===== src/rtl/mem_access_ctrl.sv =====
// Load/store initiator for the byte-addressed RAM handshake: validates a request, holds
// memFuncActive until completion, returns extended load data. Optional WAIT timeout: MEMCTL_TIMEOUT_EN.
module mem_access_ctrl #(
    parameter int ADDR_WIDTH     = 9,
    parameter bit CHECK_ALIGN    = 1'b1,
    parameter int TIMEOUT_CYCLES = 16
) (
    input  logic                  Clk,
    input  logic                  Reset,
    input  logic                  req_valid,
    output logic                  req_ready,
    input  logic                  req_rw,
    input  logic [ADDR_WIDTH-1:0] req_addr,
    input  logic [31:0]           req_wdata,
    input  logic [1:0]            req_size,
    input  logic                  req_signed,
    output logic                  resp_valid,
    output logic [31:0]           resp_rdata,
    output logic                  resp_error,
    output logic                  memFuncActive,
    output logic                  readWrite,
    output logic [ADDR_WIDTH-1:0] address,
    output logic [31:0]           dataIn,
    output logic [1:0]            dataSize,
    input  logic                  memFuncComplete,
    input  logic [31:0]           dataOut
);

    typedef enum logic [1:0] {S_IDLE, S_ISSUE, S_WAIT, S_RESP} state_t;

    state_t                state_q, state_d;
    logic                  rw_q, rw_d;
    logic [ADDR_WIDTH-1:0] addr_q, addr_d;
    logic [31:0]           wdata_q, wdata_d;
    logic [1:0]            size_q, size_d;
    logic                  signed_q, signed_d;
    logic [31:0]           rdata_q, rdata_d;
    logic                  err_q, err_d;

`ifdef MEMCTL_TIMEOUT_EN
    localparam int CNT_W = $clog2(TIMEOUT_CYCLES + 1);
    logic [CNT_W-1:0]      cnt_q, cnt_d;
`endif

    logic [1:0]            nb_m1;
    logic [ADDR_WIDTH:0]   last_addr;
    logic                  req_bad;
    logic [31:0]           load_data;

    // Request legality: illegal size, misalignment, then running off the end of memory.
    always_comb begin
        nb_m1 = 2'd0;
        case (req_size)
            2'b01:   nb_m1 = 2'd1;
            2'b11:   nb_m1 = 2'd3;
            default: nb_m1 = 2'd0;
        endcase
        last_addr = {1'b0, req_addr} + (ADDR_WIDTH+1)'(nb_m1);
        req_bad   = (req_size == 2'b10) || last_addr[ADDR_WIDTH];
        if (CHECK_ALIGN && (((req_size == 2'b01) && req_addr[0]) ||
                            ((req_size == 2'b11) && (req_addr[1:0] != 2'b00))))
            req_bad = 1'b1;
    end

    // Only the low bytes of dataOut are meaningful for sub-word loads.
    always_comb begin
        load_data = dataOut;
        case (size_q)
            2'b00:   load_data = {{24{signed_q & dataOut[7]}}, dataOut[7:0]};
            2'b01:   load_data = {{16{signed_q & dataOut[15]}}, dataOut[15:0]};
            default: load_data = dataOut;
        endcase
    end

    always_comb begin
        state_d  = state_q;
        rw_d     = rw_q;
        addr_d   = addr_q;
        wdata_d  = wdata_q;
        size_d   = size_q;
        signed_d = signed_q;
        rdata_d  = rdata_q;
        err_d    = err_q;
`ifdef MEMCTL_TIMEOUT_EN
        cnt_d    = cnt_q;
`endif
        case (state_q)
            S_IDLE: begin
                if (req_valid) begin
                    rw_d     = req_rw;
                    addr_d   = req_addr;
                    wdata_d  = req_wdata;
                    size_d   = req_size;
                    signed_d = req_signed;
                    if (req_bad) begin
                        err_d   = 1'b1;
                        rdata_d = 32'd0;
                        state_d = S_RESP;
                    end else begin
                        state_d = S_ISSUE;
                    end
                end
            end
            S_ISSUE: begin
                // A completion left high by the previous access is not trusted here.
                state_d = S_WAIT;
`ifdef MEMCTL_TIMEOUT_EN
                cnt_d   = '0;
`endif
            end
            S_WAIT: begin
                if (memFuncComplete) begin
                    err_d   = 1'b0;
                    rdata_d = rw_q ? 32'd0 : load_data;
                    state_d = S_RESP;
                end
`ifdef MEMCTL_TIMEOUT_EN
                else if (cnt_q == CNT_W'(TIMEOUT_CYCLES - 1)) begin
                    err_d   = 1'b1;
                    rdata_d = 32'd0;
                    state_d = S_RESP;
                end else begin
                    cnt_d   = cnt_q + 1'b1;
                end
`endif
            end
            S_RESP: begin
                err_d   = 1'b0;
                rdata_d = 32'd0;
                state_d = S_IDLE;
            end
            default: state_d = S_IDLE;
        endcase
    end

    always_ff @(posedge Clk) begin
        if (Reset) begin
            state_q  <= S_IDLE;
            rw_q     <= 1'b0;
            addr_q   <= '0;
            wdata_q  <= 32'd0;
            size_q   <= 2'b00;
            signed_q <= 1'b0;
            rdata_q  <= 32'd0;
            err_q    <= 1'b0;
`ifdef MEMCTL_TIMEOUT_EN
            cnt_q    <= '0;
`endif
        end else begin
            state_q  <= state_d;
            rw_q     <= rw_d;
            addr_q   <= addr_d;
            wdata_q  <= wdata_d;
            size_q   <= size_d;
            signed_q <= signed_d;
            rdata_q  <= rdata_d;
            err_q    <= err_d;
`ifdef MEMCTL_TIMEOUT_EN
            cnt_q    <= cnt_d;
`endif
        end
    end

    assign req_ready     = (state_q == S_IDLE);
    assign memFuncActive = (state_q == S_ISSUE) || (state_q == S_WAIT);
    assign resp_valid    = (state_q == S_RESP);
    assign resp_rdata    = rdata_q;
    assign resp_error    = err_q;
    assign readWrite     = rw_q;
    assign address       = addr_q;
    assign dataIn        = wdata_q;
    assign dataSize      = size_q;

endmodule


===== config.mk =====
export PLATFORM = sky130hd
export DESIGN_NAME = mem_access_ctrl
export DESIGN_NICKNAME = d
export VERILOG_FILES = /design/src/rtl/mem_access_ctrl.sv
export SDC_FILE = /design/constraint.sdc
export NUM_CORES = 1
export LEC_CHECK = 0
export CELL_PAD_IN_SITES_DETAIL_PLACEMENT = 0
export CELL_PAD_IN_SITES_GLOBAL_PLACEMENT = 1
export CORE_MARGIN = 5
export CORE_UTILIZATION = 28
export CTS_BUF_LIST = sky130_fd_sc_hd__clkbuf_4 sky130_fd_sc_hd__clkbuf_8 sky130_fd_sc_hd__clkbuf_16
export DETAILED_ROUTE_END_ITERATION = 7
export MAX_ROUTING_LAYER = met4
export PLACE_DENSITY = 0.87
export SYNTH_ARGS = -nofsm -noshare
export SYNTH_HDL_FRONTEND = slang
export SYNTH_SLANG_ARGS = --single-unit
export TNS_END_PERCENT = 50

===== constraint.sdc =====
create_clock -name Clk -period 2.3 [get_ports Clk]
set_input_delay 0.46 -clock Clk [delete_from_list [all_inputs] [get_ports Clk]]
set_output_delay 0.46 -clock Clk [all_outputs]
set_load 0.02 [all_outputs]

Word-level counts from Yosys, hierarchy flattened
Cells that the tools add are included.
{ "totals": {"register_bits": 80, "in_bits": 81, "output_inout_bits": 80, "word_cells": 49} }
{ "classes": {"n_addsub": 1, "n_eq_ne": 10, "mux": 16, "n_bitwise": 2, "n_reduce_logical": 12} }
{ "ops": {"columns": ["cell", "count"], "rows": [
  ["32-bit two-way mux", 4],
  ["32-bit one-hot mux with 3 select lines", 1],
  ["32-bit one-hot mux with 2 select lines", 1],
  ["9-bit by 2-bit adder with 10-bit output", 1],
  ["2-bit == test (second input constant)", 4],
  ["2-bit one-hot mux with 4 select lines", 1],
  ["2-bit by 1-bit == test with 1-bit output (second input constant)", 3],
  ["2-bit two-way mux", 3],
  ["2-bit zero test", 2],
  ["1-bit two-way mux", 4],
  ["2-bit inequality test (second input constant)", 2],
  ["2-bit one-hot mux with 2 select lines", 1],
  ["2-bit AND reduction", 2],
  ["4-bit AND reduction", 1],
  ["1-bit logical OR", 3],
  ["1-bit one-hot mux with 3 select lines", 1],
  ["3-bit nonzero test", 1],
  ["1-bit bitwise AND", 2],
  ["1-bit logical AND", 2],
  ["2-bit by 1-bit inequality test with 1-bit output (second input constant)", 1],
  ["2-bit nonzero test", 1]
]} }

Logic depth before layout (Yosys ltp)
{ "logic_depth": {"depth_word": 8, "mapped_depth": 8, "depth_no_buf": 6} }

Worst setup path after synthesis
No wires, ideal clock.
{ "synth_path": {"path_type": "register -> register", "startpoint": "reg state_q[0]", "endpoint": "reg rdata_q[10] (netlist: resp_rdata[10])", "setup_time_ns": 0.123, "arrival_ns": 1.842, "required_ns": 2.177, "setup_slack_ns": 0.335, "path_stages_with_launch": 8, "path_buffers": 1, "period_less_slack_ns": 1.965, "cell_sequence": "dfxtp_1 > inv_1 > ha_1 > inv_2 > a221o_1 > o211ai_2 > buf_6 > mux2_1"} }
{ "synth_via": {"elab_chain_cells": 3, "elab_cells_between_ends": 9, "cone_classes": "eq/ne (5); mux (1); reduce/logical (3)"} }
{ "synth_rtl": {"columns": ["item", "line", "text"], "rows": [
  ["start, declared", "31", "state_t state_q, state_d;"],
  ["start signal, assigned", "150", "state_q <= state_d;"],
  ["2-bit zero test *", null, null],
  ["net req_ready", "11", "output logic req_ready,"],
  ["2-bit by 1-bit inequality test with 1-bit output (no line) (tied with other cells)", null, null],
  ["4-bit AND reduction (no line)", null, null],
  ["end signal, assigned", "156", "rdata_q <= rdata_d;"],
  ["end, declared", "37", "logic [31:0] rdata_q, rdata_d;"]
]} }
Mark *: on every way through the listed nets, which the timed path passes. The rest lies on a longest branch.
A chain may end at the register's enable or synchronous reset.

Worst setup path in the final report
{ "layout_path": {"startpoint": "reg state_q[0]", "endpoint": "out memFuncActive"} }
{ "layout_via": {"elab_chain_cells": 2, "elab_cells_between_ends": 3, "cone_classes": "eq/ne (2); reduce/logical (1)"} }
{ "layout_rtl": {"columns": ["item", "line", "text"], "rows": [
  ["2-bit by 1-bit == test with 1-bit output / 2-bit == test (equally long branches)", "165", "assign memFuncActive = (state_q == S_ISSUE) || (state_q == S_WAIT);"],
  ["1-bit logical OR *", "165", null],
  ["end, declared", "20", "output logic memFuncActive,"]
]} }
Mark *: on every way between the ends. The rest lies on a longest branch, timed or not.

==> metrics <==
run status finished clean; proportion of layout cells with a drive suffix above 1 6.839%; Static Leak 1.994 nW; unrepaired setup endpoints after global routing false; achievable frequency 0.4545 GHz; share of the synthesized area in the top cell type 49.55%; Final Routed Wirelength 9.911 mm; Rel. slew slack 61.97%; met3 wirelength from detailed routing 606 um; Worst-path clk slew 0.06 ns; Initial Util 28.43%; CTS root buf sky130_fd_sc_hd__clkbuf_16; synthesized instance count 380; Post-Route Skew 0.005158 ns; Netlist Area Pre-Place 3232 um^2; antenna violations before repair 0; top routing layer used met4; Routed Antenna Nets 0; height of the die 117.4 um; total CTS buffers 9; number of pins exceeding their max-slew limit in the final report 0; number of standard-cell rows in the floorplan 39; final-layout worst hold slack 0.4511 ns; switching share of power 34.26%; overall via count from detail_route 3,104; die outline width 117.4 um; sequential element share of the synthesized area 49.55%; detailed placement HPWL 7.296 mm; RD Place Congestion 0.7642; Post-CTS Hold Buffers 0; Worst Setup Start Kind register; Least-Margin Pin Slew 0.5686 ns; distinct cell type count of the synthesized netlist 35; Synth-to-Final Area Change 64.30%; cell type contributing the most total cell area after synthesis sky130_fd_sc_hd__dfxtp_1; final worst-path cycle share 95.67%; global route overflow 0; routed length per instance 14.49 um; Data arrival, critical path 1.74 ns; type of the worst setup path register to output port; Final Setup Violations 0; Mapped Nets 466; number of post-CTS setup repair buffers 0; Final Util 46.70%; switching pwr 1.778 mW; later-pin clock latency in the skew report 0.33 ns; Clock power frac 26.9%; maximum capacitance violations 0; vias per std cell 4.538; part of the total power dissipated in combinational logic 40.2%; wire length of the first global-routing pass 16.22 mm; sequential group share of total power 32.9%; CP Max Fanout 4; number of detailed-route iterations in the first pass 4; power density over the cells 977.6 nW/um^2; Area contributors post-synth sky130_fd_sc_hd__dfxtp_1 (50%), sky130_fd_sc_hd__nand2_1 (14%), sky130_fd_sc_hd__a21oi_1 (8.2%); post-route DRC violation count 0; initial detailed-routing violation count 119; Die Area 13,790 um^2; internal power consumption 3.413 mW; total track usage 14.55%; hold violation total from the final report 0; Placeable Area 11,370 um^2; clock tree from TritonCTS done; number of gates resized after CTS 0; Required @ worst endpoint 1.84 ns; Setup crit end kind output port; Boundary Pins 161; maximum resistive drop on vdd 0.4299 mV; path class of the lowest-slack min-delay path register to register; IO Port Bufs 160; net count of the finished layout 622; H-tree depth 3; vias in the first global route 3,249; met2 wire length 4.708 mm; number of synthesized register bits 80; yosys synthesis warning count 0; buffer depth of the longest clock path 2; Antenna diodes 0; Synth Area per Inst 8.505 um^2; detailed-routing wirelength on met1 4.450 mm; # clock sinks 80; fin crit period 2.200 ns; largest net degree at the start of global routing 50
## cell usage in the layout, fill, tap and decap left out, types with 2 or more instances in the layout
cell and n:
sky130_fd_sc_hd__mux2i_1 25, sky130_fd_sc_hd__clkinv_2 3, sky130_fd_sc_hd__nand4_1 2, sky130_fd_sc_hd__nor2b_1 9, sky130_fd_sc_hd__nand2_1 123, sky130_fd_sc_hd__inv_1 6
sky130_fd_sc_hd__dfxtp_1 80, sky130_fd_sc_hd__mux2_1 6, sky130_fd_sc_hd__clkdlybuf4s50_1 159, sky130_fd_sc_hd__buf_12 4, sky130_fd_sc_hd__ha_1 5, sky130_fd_sc_hd__mux2_2 3
sky130_fd_sc_hd__buf_4 5, sky130_fd_sc_hd__o21ai_1 9, sky130_fd_sc_hd__a21oi_1 53, sky130_fd_sc_hd__o21ai_0 14, sky130_fd_sc_hd__clkbuf_16 9, sky130_fd_sc_hd__nor2_1 3
sky130_fd_sc_hd__clkinvlp_4 2
## cells in the mapped netlist, drive strengths merged
library cell  number
clkinv             1
mux2i             25
or3b               1
a21oi             53
o2111ai            1
nor2               4
nand4              2
o211ai             1
nor3               1
a22oi              1
nand2            123
or2                1
and2               1
ha                 5
a221o              1
clkbuf            15
nand3              1
nor2b              9
o31ai              1
nor3b              1
nand2b             1
o221a              1
a211oi             1
mux2               9
buf                9
o21ai             24
inv                7
dfxtp             80
## critical path, cell delays in order (launching register included)
cell	delay (ns)
sky130_fd_sc_hd__dfxtp_1	0.38
sky130_fd_sc_hd__inv_1	0.09
sky130_fd_sc_hd__ha_1	0.31
sky130_fd_sc_hd__clkdlybuf4s50_1	0.64
## final timing paths
path,start,endpoint,slack (ns),depth (start not counted)
setup / recovery,state_q[0]$_SDFFE_PP0P_,memFuncActive,0.1,3
hold / removal,address[0]$_SDFFE_PP0P_,address[0]$_SDFFE_PP0P_,0.45,2
setup reg to reg,state_q[0]$_SDFFE_PP0P_,resp_rdata[19]$_SDFFE_PP0P_,0.22,6
hold reg to reg,address[0]$_SDFFE_PP0P_,address[0]$_SDFFE_PP0P_,0.45,2
## per-layer routing
metal  track usage (%)  vias up
li1                  -     1571
met1             17.06     1417
met2             23.55      105
met3             4.427       11
met4             5.221        0
met5                 -        -
## kinds of logic (layout without fill, tap and decap cells)
group	count (synthesis)	count (layout)	share of synthesized area (%)
and+or+nand+nor	145	145	18.43
AOI/OAI and AO/OA	84	84	14.44
DFF	80	80	49.55
muxes	34	34	10.88
buffers and inverters	32	193	4.761
adders and majority gates	5	5	1.936
## power by group through the flow
stage	Sequential [mW]	Clock, mW	Combinational [mW]
floorplan	1.92	0	1.00
global placement	1.73	0	2.09
detailed placement	1.74	0	2.11
CTS	1.71	1.44	2.13
global route	1.73	1.51	2.25
finish	1.71	1.40	2.09
## sequential cells by signal, indices dropped and copies added (netlist names)
signal and count:
dataIn 32, signed_q 1, readWrite 1, dataSize 2, address 9, resp_rdata 32, state_q 2, resp_error 1
## metrics by stage
stage | setup TNS (ns) | std cells | power (mW) | setup WS, ns | area, um^2
after floorplan | 0 | 380 | 2.922 | 0.3349 | 3232
after global placement | 0 | 668 | 3.816 | 0.01085 | 5017
after detailed placement | -0.4341 | 668 | 3.850 | -0.03514 | 5017
after CTS | 0 | 684 | 5.276 | 0.06273 | 5310
after global routing | 0 | 684 | 5.490 | 0.02477 | 5310
final | 0 | 684 | 5.191 | 0.09962 | 5310
## cell type report
cell class / instances / area [um^2]
Timing Repair Buffer: 169 / 1714
Clock buffer: 10 / 232.7
Clock inverter: 6 / 60.06
Inverter: 8 / 30.03
Tap cell: 143 / 178.9
Multi-Input combinational cell: 268 / 1493
Sequential cell: 80 / 1602
Fill cell: 1100 / 6060
Power figures use the tool's default switching activity.
